===== src/rtl/m3_phase_pwm_gen.sv =====
// m3_phase_pwm_gen
//   Three-phase sine-weighted, centre-offset PWM generator with per-phase
//   dead-time insertion. Sits downstream of the power/speed calculator.
//
// Ports
//   clkI        system clock (1 MHz)
//   nRstI       asynchronous active-low reset
//   enableI     1 = run, 0 = idle (all gates off)
//   forceStopI  1 = all gates off from the next cycle, overrides everything
//   stepI       electrical angle index 0..11, 12..15 = idle
//   powerI      amplitude 0..1023
//   invRotateI  1 = reverse phase sequence (V and W swapped)
//   uHo..wLo    half-bridge gate drives, active-high
//   pwmSyncO    one-cycle pulse while the carrier counter is on its last count
module m3_phase_pwm_gen #(
  parameter int PWM_PERIOD = 40,
  parameter int DEAD_CLK   = 2
) (
  input  logic       clkI,
  input  logic       nRstI,
  input  logic       enableI,
  input  logic       forceStopI,
  input  logic [3:0] stepI,
  input  logic [9:0] powerI,
  input  logic       invRotateI,
  output logic       uHo,
  output logic       uLo,
  output logic       vHo,
  output logic       vLo,
  output logic       wHo,
  output logic       wLo,
  output logic       pwmSyncO
);

  localparam logic [7:0] CNT_LAST = 8'(PWM_PERIOD - 1);
  localparam logic [7:0] CNT_PRE  = 8'(PWM_PERIOD - 2);
  localparam logic [7:0] CMP_MID  = 8'((PWM_PERIOD * 128) >> 8);
  localparam logic [2:0] DEAD     = 3'(DEAD_CLK);

  function automatic logic signed [7:0] sineOf(input logic [3:0] k);
    case (k)
      4'd1:    return  8'sd64;
      4'd2:    return  8'sd110;
      4'd3:    return  8'sd127;
      4'd4:    return  8'sd110;
      4'd5:    return  8'sd64;
      4'd7:    return -8'sd64;
      4'd8:    return -8'sd110;
      4'd9:    return -8'sd127;
      4'd10:   return -8'sd110;
      4'd11:   return -8'sd64;
      default: return  8'sd0;
    endcase
  endfunction

  // Compare value for one phase: floor-scaled sine around mid-scale, then
  // mapped onto the carrier. m stays within 1..254, so cmp < PWM_PERIOD.
  function automatic logic [7:0] dutyOf(input logic [3:0] k, input logic [9:0] pwr);
    logic signed [18:0] s19;
    logic signed [18:0] p19;
    logic signed [18:0] prod;
    logic signed [18:0] mFull;
    logic        [7:0]  mByte;
    logic        [15:0] scaled;
    s19    = 19'(sineOf(k));
    p19    = {9'd0, pwr};
    prod   = s19 * p19;
    mFull  = (prod >>> 10) + 19'sd128;
    mByte  = 8'(mFull);
    scaled = 16'(mByte) * 16'(PWM_PERIOD);
    return 8'(scaled >> 8);
  endfunction

  logic       idle;
  logic       wasIdle;
  logic       load;
  logic [7:0] cnt;
  logic       syncQ;
  logic [3:0] idxPlus8;
  logic [3:0] idxPlus4;
  logic [7:0] cmpNew [3];
  logic [7:0] cmpReg [3];
  logic [7:0] cmpUse [3];
  logic       raw    [3];
  logic       rawPrev[3];
  logic       change [3];
  logic [2:0] dead   [3];
  logic [2:0] deadNext[3];
  logic       gateH  [3];
  logic       gateL  [3];

  assign idle = !enableI || forceStopI || (stepI > 4'd11);
  assign load = !idle && (wasIdle || cnt == CNT_LAST);

  // Stage p0: phase indices, new compares and raw comparator state
  always_comb begin
    idxPlus8 = (stepI >= 4'd4) ? stepI - 4'd4 : stepI + 4'd8;
    idxPlus4 = (stepI >= 4'd8) ? stepI - 4'd8 : stepI + 4'd4;
    cmpNew[0] = dutyOf(stepI, powerI);
    cmpNew[1] = dutyOf(invRotateI ? idxPlus4 : idxPlus8, powerI);
    cmpNew[2] = dutyOf(invRotateI ? idxPlus8 : idxPlus4, powerI);
    for (int i = 0; i < 3; i++) begin
      // The first run cycle after idle must already see the fresh compare at cnt=0.
      cmpUse[i] = wasIdle ? cmpNew[i] : cmpReg[i];
      raw[i]    = cnt < cmpUse[i];
      // Coming out of idle counts as an edge so the full dead-time is applied.
      change[i] = wasIdle || (raw[i] != rawPrev[i]);
      if (change[i]) begin
        deadNext[i] = DEAD;
      end else if (dead[i] != 3'd0) begin
        deadNext[i] = dead[i] - 3'd1;
      end else begin
        deadNext[i] = 3'd0;
      end
    end
  end

  // Stage p1: carrier, shadow compares, dead-time and registered gates
  always_ff @(posedge clkI or negedge nRstI) begin
    if (!nRstI) begin
      cnt     <= 8'd0;
      syncQ   <= 1'b0;
      wasIdle <= 1'b1;
      for (int i = 0; i < 3; i++) begin
        cmpReg[i]  <= CMP_MID;
        rawPrev[i] <= 1'b0;
        dead[i]    <= DEAD;
        gateH[i]   <= 1'b0;
        gateL[i]   <= 1'b0;
      end
    end else begin
      wasIdle <= idle;
      if (idle) begin
        cnt   <= 8'd0;
        syncQ <= 1'b0;
        for (int i = 0; i < 3; i++) begin
          dead[i]  <= DEAD;
          gateH[i] <= 1'b0;
          gateL[i] <= 1'b0;
        end
      end else begin
        cnt   <= (cnt == CNT_LAST) ? 8'd0 : cnt + 8'd1;
        syncQ <= (cnt == CNT_PRE);
        for (int i = 0; i < 3; i++) begin
          if (load) cmpReg[i] <= cmpNew[i];
          rawPrev[i] <= raw[i];
          dead[i]    <= deadNext[i];
          gateH[i]   <= !change[i] && (deadNext[i] == 3'd0) &&  raw[i];
          gateL[i]   <= !change[i] && (deadNext[i] == 3'd0) && !raw[i];
        end
      end
    end
  end

  assign uHo      = gateH[0];
  assign uLo      = gateL[0];
  assign vHo      = gateH[1];
  assign vLo      = gateL[1];
  assign wHo      = gateH[2];
  assign wLo      = gateL[2];
  assign pwmSyncO = syncQ;

endmodule


===== config.mk =====
export PLATFORM = sky130hd
export DESIGN_NAME = m3_phase_pwm_gen
export DESIGN_NICKNAME = d
export VERILOG_FILES = /design/src/rtl/m3_phase_pwm_gen.sv
export SDC_FILE = /design/constraint.sdc
export NUM_CORES = 1
export LEC_CHECK = 0
export CORE_MARGIN = 5
export CORE_UTILIZATION = 66
export DETAILED_ROUTE_END_ITERATION = 8
export HOLD_SLACK_MARGIN = 0.02
export PLACE_DENSITY_LB_ADDON = 0.1
export SETUP_SLACK_MARGIN = 0.02
export SLEW_MARGIN = 20
export SYNTH_ARGS = -nofsm -noshare
export SYNTH_HDL_FRONTEND = slang
export SYNTH_SLANG_ARGS = --single-unit

===== constraint.sdc =====
create_clock -name clkI -period 3.79 [get_ports clkI]
set_clock_uncertainty 0.1 [all_clocks]
set_input_delay 0.379 -clock clkI [delete_from_list [all_inputs] [get_ports clkI]]
set_output_delay 0.379 -clock clkI [all_outputs]
set_load 0.01 [all_outputs]

# After elaboration in Yosys (flattened, before gate mapping)
# Memory sizes are Yosys's and may differ from the RTL's.
# Cells that the tools add are included.
# totals
ff_bits	46
mem_bits_ro	384
input_bits	19
output_inout_bits	7
elab_cells	100
mem_count	3
# op_classes
addsub	11
multipliers	6
n_lt_le_gt_ge	6
eq_ne	5
muxes	19
bitwise_logic	1
reduce_logical	31
# mem_list
memory	depth	word_bits	rd	rd_clocked_by_memory_dff	wr	line_no	rtl
(name not given)	16	8	1	0	0	41	case (k)
(name not given)	16	8	1	0	0	41	
(name not given)	16	8	1	0	0	41	
# op_table
operator	n
$mul 8x11->18	3
$mul 8x3->11 const B	3
$add 8x8->8 const B	3
$lt 8x6->1	3
$mux 3	8
$mux 6	3
$eq 8x6->1 const B	2
$mux 4	4
$mux 8	2
$logic_and 1x1->1	10
$logic_not 3->1	3
$mux 9	1
$reduce_bool 3->1	3
$sub 3x1->3 const B	3
$add 8x1->8 const B	1
$logic_not 1->1	8
$logic_or 1x1->1	6
$add 4x3->4 const B	1
$add 4x4->4 const B	1
$ge 4x3->1 const B	1
$ge 4x4->1 const B	1
$gt 4x4->1 const B	1
$sub 4x3->4 const B	1
$sub 4x4->4 const B	1
other kinds (4)	6

# Longest topological paths before layout
# An unclocked memory read counts as a cell.
# logic_depth
word_depth	16
depth_mapped	44

# Worst setup path before layout
# OpenSTA, ideal clock, no wires.
# synth_timing
kind	input -> register
startpoint	in stepI[1]
endpoint	reg dead[7] in the netlist's numbering
t_arrival_ps	9164
required_ps	3604
path_slack_ps	-5560
stages	39
n_path_buf	3
cell_sequence	buf_2 buf_1 nand2_1 a21oi_1 clkbuf_1 nand2_1 fa_1 fa_1 inv_1 fa_1 inv_1 fa_1 inv_1 ha_1 a21o_1 a21oi_1 o221ai_2 and2_1 [3 not listed] a21oi_1 xnor2_1 ha_1 ha_1 nand2_1 a2111o_1 o311ai_1 a21o_1 xor2_1 mux2i_1 ha_1 a2111o_1 nor3b_1 mux2_2 o21ai_0 o311ai_0 xor2_1 a2111o_1
# synth_via
elab_chain_cells	10
# synth_rtl
item	line_no	rtl
from (decl)	23	input logic [3:0] stepI,
$mem_v2 16x8	n/a	
$mul 8x11->18	67	prod = s19 * p19;
$add 8x8->8	68	mFull = (prod >>> 10) + 19'sd128;
$mul 8x3->11	70	scaled = 16'(mByte) * 16'(PWM_PERIOD);
$mux 6	104	cmpUse[i] = wasIdle ? cmpNew[i] : cmpReg[i];
$lt 8x6->1	105	raw[i] = cnt < cmpUse[i];
$ne 1x1->1	107	change[i] = wasIdle || (raw[i] != rawPrev[i]);
$logic_or 1x1->1	107	
$mux 3	108	if (change[i]) begin
$mux 9 *	133	if (idle) begin
to (signal, indexed assignment)	147	dead[i] <= deadNext[i];
to (decl)	87	logic [2:0] dead [3];
# Every way passes the cells marked *; elsewhere a longest branch is shown, timed or not.
# A chain may end at the register's enable or synchronous reset.

# Worst setup path in the final report
# layout_timing
startpoint	in stepI[2]
endpoint	reg gateL, in the netlist vLo
# layout_via
elab_chain_cells	16
# layout_rtl
item	line_no	rtl
$add 4x4->4 (tied with other cells)	97	idxPlus8 = (stepI >= 4'd4) ? stepI - 4'd4 : stepI + 4'd8;
$mux 4 (on tied branches)	97, 98	
$mux 4	100	cmpNew[1] = dutyOf(invRotateI ? idxPlus4 : idxPlus8, powerI);
$mem_v2 16x8	n/a	
$mul 8x11->18	67	
$add 8x8->8	68	
$mul 8x3->11	70	
$mux 6	104	
$lt 8x6->1	105	
$ne 1x1->1	107	
$logic_or 1x1->1	107	
$mux 3	108	
$logic_not 3->1	149	gateL[i] <= !change[i] && (deadNext[i] == 3'd0) && !raw[i];
$logic_and 1x1->1 (2 in a row)	149	
$mux 3 *	133	
to (signal, indexed assignment)	149	
to (decl)	90	logic gateL [3];
# Marked as above.

==> impl_metrics.toml <==
[timing]
layout_setup_ws_ns = -5.17
setup_violations = 36
hold_viol_final = 0
min_period_ns = 8.96
fmax_mhz = 112
report.final.slew_viol_count = 0
rsz0062_at_grt = "true"
post-route-period-util_pct = 236
tightest_slew_ns = 0.997
max_slew_margin_pct = 33.6
finalSetupTns_ns = -154.01

[hold_path]
hold_path.class = "in2async"

[setup_path]
critPathLaunchType = "primary input"
r2r_cells = 10
crit_end = "vLo"
endpoint_kind = "flop"
critical-path-slowest-cell = "fa_1"
critPathKind = "in2reg"
cp_slowest_stage_delay_ns = 0.55
crit_required_ns = 3.86
crit-reg2reg-launch = "wasIdle"
critPathLaunch = "stepI[2]"
rrSetupSlack_ns = 0.75
cp_common_cell = "fa_1"
r2r-end = "dead[8]"
critPathMaxFanout = 7
cp.arrival_ns = 9.03

[layout]
area_delta_synth_final_pct = 35.2
stdcell_area_sq_um = 14900
nets = 1842
fillers = 678
final_layout_size_suffix_gt1_share_pct = 32.8
utilization_pct = 90.4

[floorplan]
design.portCount = 26
rows = 47
dieArea_sq_um = 19400
start_util_pct = 66.9
die_h_um = 139
fp.coreArea_sq_um = 16500
fp.dieW_um = 139

[route]
wl_mm = 32.4
vias = 10200
wl_per_cell_um = 18.7
viasPerCell = 5.89
final_antenna_net_count = 0
drt_iter0_drc = 663
first_pass_iters = 5
drc = 0

[grt]
grt_pass1_vias = 10500
grt_first_pass_wirelength_mm = 49.4
grt_start_max_net_pins = 47
grt_overflow_total = 0
grt_antenna_before_repair = 0
track_usage_pct = 30.3

[yosys]
synth_most_common_cell = "inv_1"
avgSynthCellArea_sq_um = 8.86
synthTopCellsByArea = "fa_1 (26%), ha_1 (20%), inv_1 (8.2%), dfrtp_1 (8.2%), and2_1 (3.3%)"
ys_top_cells_by_count = "inv_1 (242), ha_1 (173), fa_1 (141)"
synth_ff_type = "dfrtp_1"
ys_ff_latch = 46
synth_area_sq_um = 11000
synth_edf_count = 0
synth_area_leader_cell = "fa_1"
yosysSeqAreaShare_pct = 10.5
ys_types = 73
synth_top_area_share_pct = 25.6
yosys_warnings = 0
synth-async-reset-ratio_pct = 100
synthCells = 1247
syn-num-nets = 1580

[cts]
cts_buffers = 5
insertion_delay_ns = 0.30
htree_levels = 2
clockBufferDepth = 2
clk_pin_slew_ns = 0.07
cts.sinks = 46
cts_root_buffer = "clkbuf_16"
cts_tree = "built"

[place]
port-buffer-count = 25
dp_hpwl_mm = 21.2
post_dp_cell_area_sq_um = 13500
gp_routability_congestion = 0.966

[power_and_ir_drop]
irDropWorstVdd_mv = 0.732
p_sw_share_pct = 46.3
intPower_uw = 5110
pwr-share-comb_pct = 87.9
clkPwrFrac_pct = 4.5
p_sw_uw = 4410
seqPwrFrac_pct = 7.6
power.density_nw_per_um2 = 637
p_leak_uw = 0.00803

[outcome]
violations = "negative setup slack"
status = "finished with violations"

[job]
cap_viol_max_count = 0
[repair_timing]
action	in CTS	in global routing
resized for setup	116	99
setup buffers	40	27
hold endpoints to repair	0	0
setup endpoints to repair	36	36
pin swaps	91	82
hold buffers	0	0
gates cloned	1	1
[worst min path at each step]
stage                 endpoint  depth (start not counted)  startpoint
finish              cmpReg[17]                          1       nRstI
global route            cnt[0]                          1       nRstI
CTS                 cmpReg[21]                          1       nRstI
detailed placement  cmpReg[21]                          1  cmpReg[21]
global placement       dead[6]                          1     dead[6]
floorplan            cmpReg[0]                          0       nRstI
[registers in the layout, summed over array words and instances (netlist names), 3 cells and up]
register / cells
dead: 9
rawPrev: 3
cnt: 8
cmpReg: 18
[critical path, delay by kind of cell]
kind | cells | cell delay [ns]
AOI/OAI and AO/OA | 10 | 2.27
and+or+nand+nor | 8 | 0.85
adders and majority gates | 10 | 3.91
xor gates and xnor gates | 1 | 0.27
muxes | 3 | 0.48
buffers and inverters | 8 | 0.86
[layout make-up]
cell class / count / area, sq um / area share, %
Timing Repair Buffer: 293 / 2460 / 16.5
Multi-Input combinational cell: 920 / 9970 / 66.7
Inverter: 243 / 923 / 6.18
Antenna cell: 3 / 7.51 / 0.0503
Clock buffer: 7 / 133 / 0.888
Tap cell: 220 / 275 / 1.84
Clock inverter: 1 / 7.51 / 0.0503
Sequential cell: 46 / 1160 / 7.79
[per-layer routing]
| metal | GRT usage [%] | wire length [um] |
|---|---|---|
| met5 | 0 | 0 |
| met4 | 10.4 | 1500 |
| met3 | 2.09 | 1800 |
| met2 | 55.5 | 17000 |
| met1 | 37.8 | 12100 |
[placed cells by master, fill, tap and decap left out, types with 10 or more instances in the layout]
cell / netlist / final
inv_1: 242 / 227
o21ai_2: 0 / 11
nor2_2: 0 / 10
dfstp_2: 10 / 10
ha_1: 173 / 156
buf_6: 0 / 30
ha_4: 0 / 14
nand2_1: 91 / 66
clkdlybuf4s50_1: 0 / 19
dfrtp_1: 36 / 36
mux2i_1: 23 / 22
xor2_1: 25 / 18
nor2b_1: 23 / 22
buf_4: 0 / 231
inv_2: 0 / 12
o21ai_0: 27 / 12
and2_1: 59 / 54
a21oi_2: 0 / 10
nand2_4: 0 / 12
nor3_1: 19 / 10
fa_1: 141 / 140
mux2_4: 0 / 15
and3_1: 29 / 28
nor2_1: 79 / 66
xnor2_1: 29 / 23
a21o_1: 13 / 13
a21oi_1: 27 / 14
nand2_2: 0 / 12
nand3_1: 16 / 12
[metrics by stage]
| stage | hold WS, ns | power (uW) | setup WS [ns] | instances |
|---|---|---|---|---|
| final | 0.149 | 9520 | -5.17 | 1733 |
| after global routing | 0.224 | 10200 | -5.42 | 1730 |
| after CTS | 0.176 | 8320 | -4.97 | 1712 |
| after detailed placement | 0.394 | 6970 | -5.66 | 1665 |
| after global placement | 0.379 | 6720 | -5.36 | 1665 |
| after floorplan | -0.0166 | 4840 | -4.68 | 1247 |
[logic make-up after synthesis]
family | count (synthesis) | share of synthesized area [%]
flip-flops | 46 | 10.5
adder cells (fa/ha/maj) | 315 | 45.2
AO/OA/AOI/OAI | 136 | 8.86
AND/OR/NAND/NOR | 372 | 17.2
XOR/XNOR | 56 | 4.63
buffers and inverters | 281 | 9.57
multiplexers | 41 | 3.92
[power by group through the flow]
stage	Sequential, uW	Combinational [uW]	Clock [uW]
floorplan	683	4160	0
global placement	709	6010	0
detailed placement	718	6250	0
CTS	715	7180	432
global route	744	9050	454
finish	725	8360	429
No activity file was read; power rests on OpenSTA's default activity.
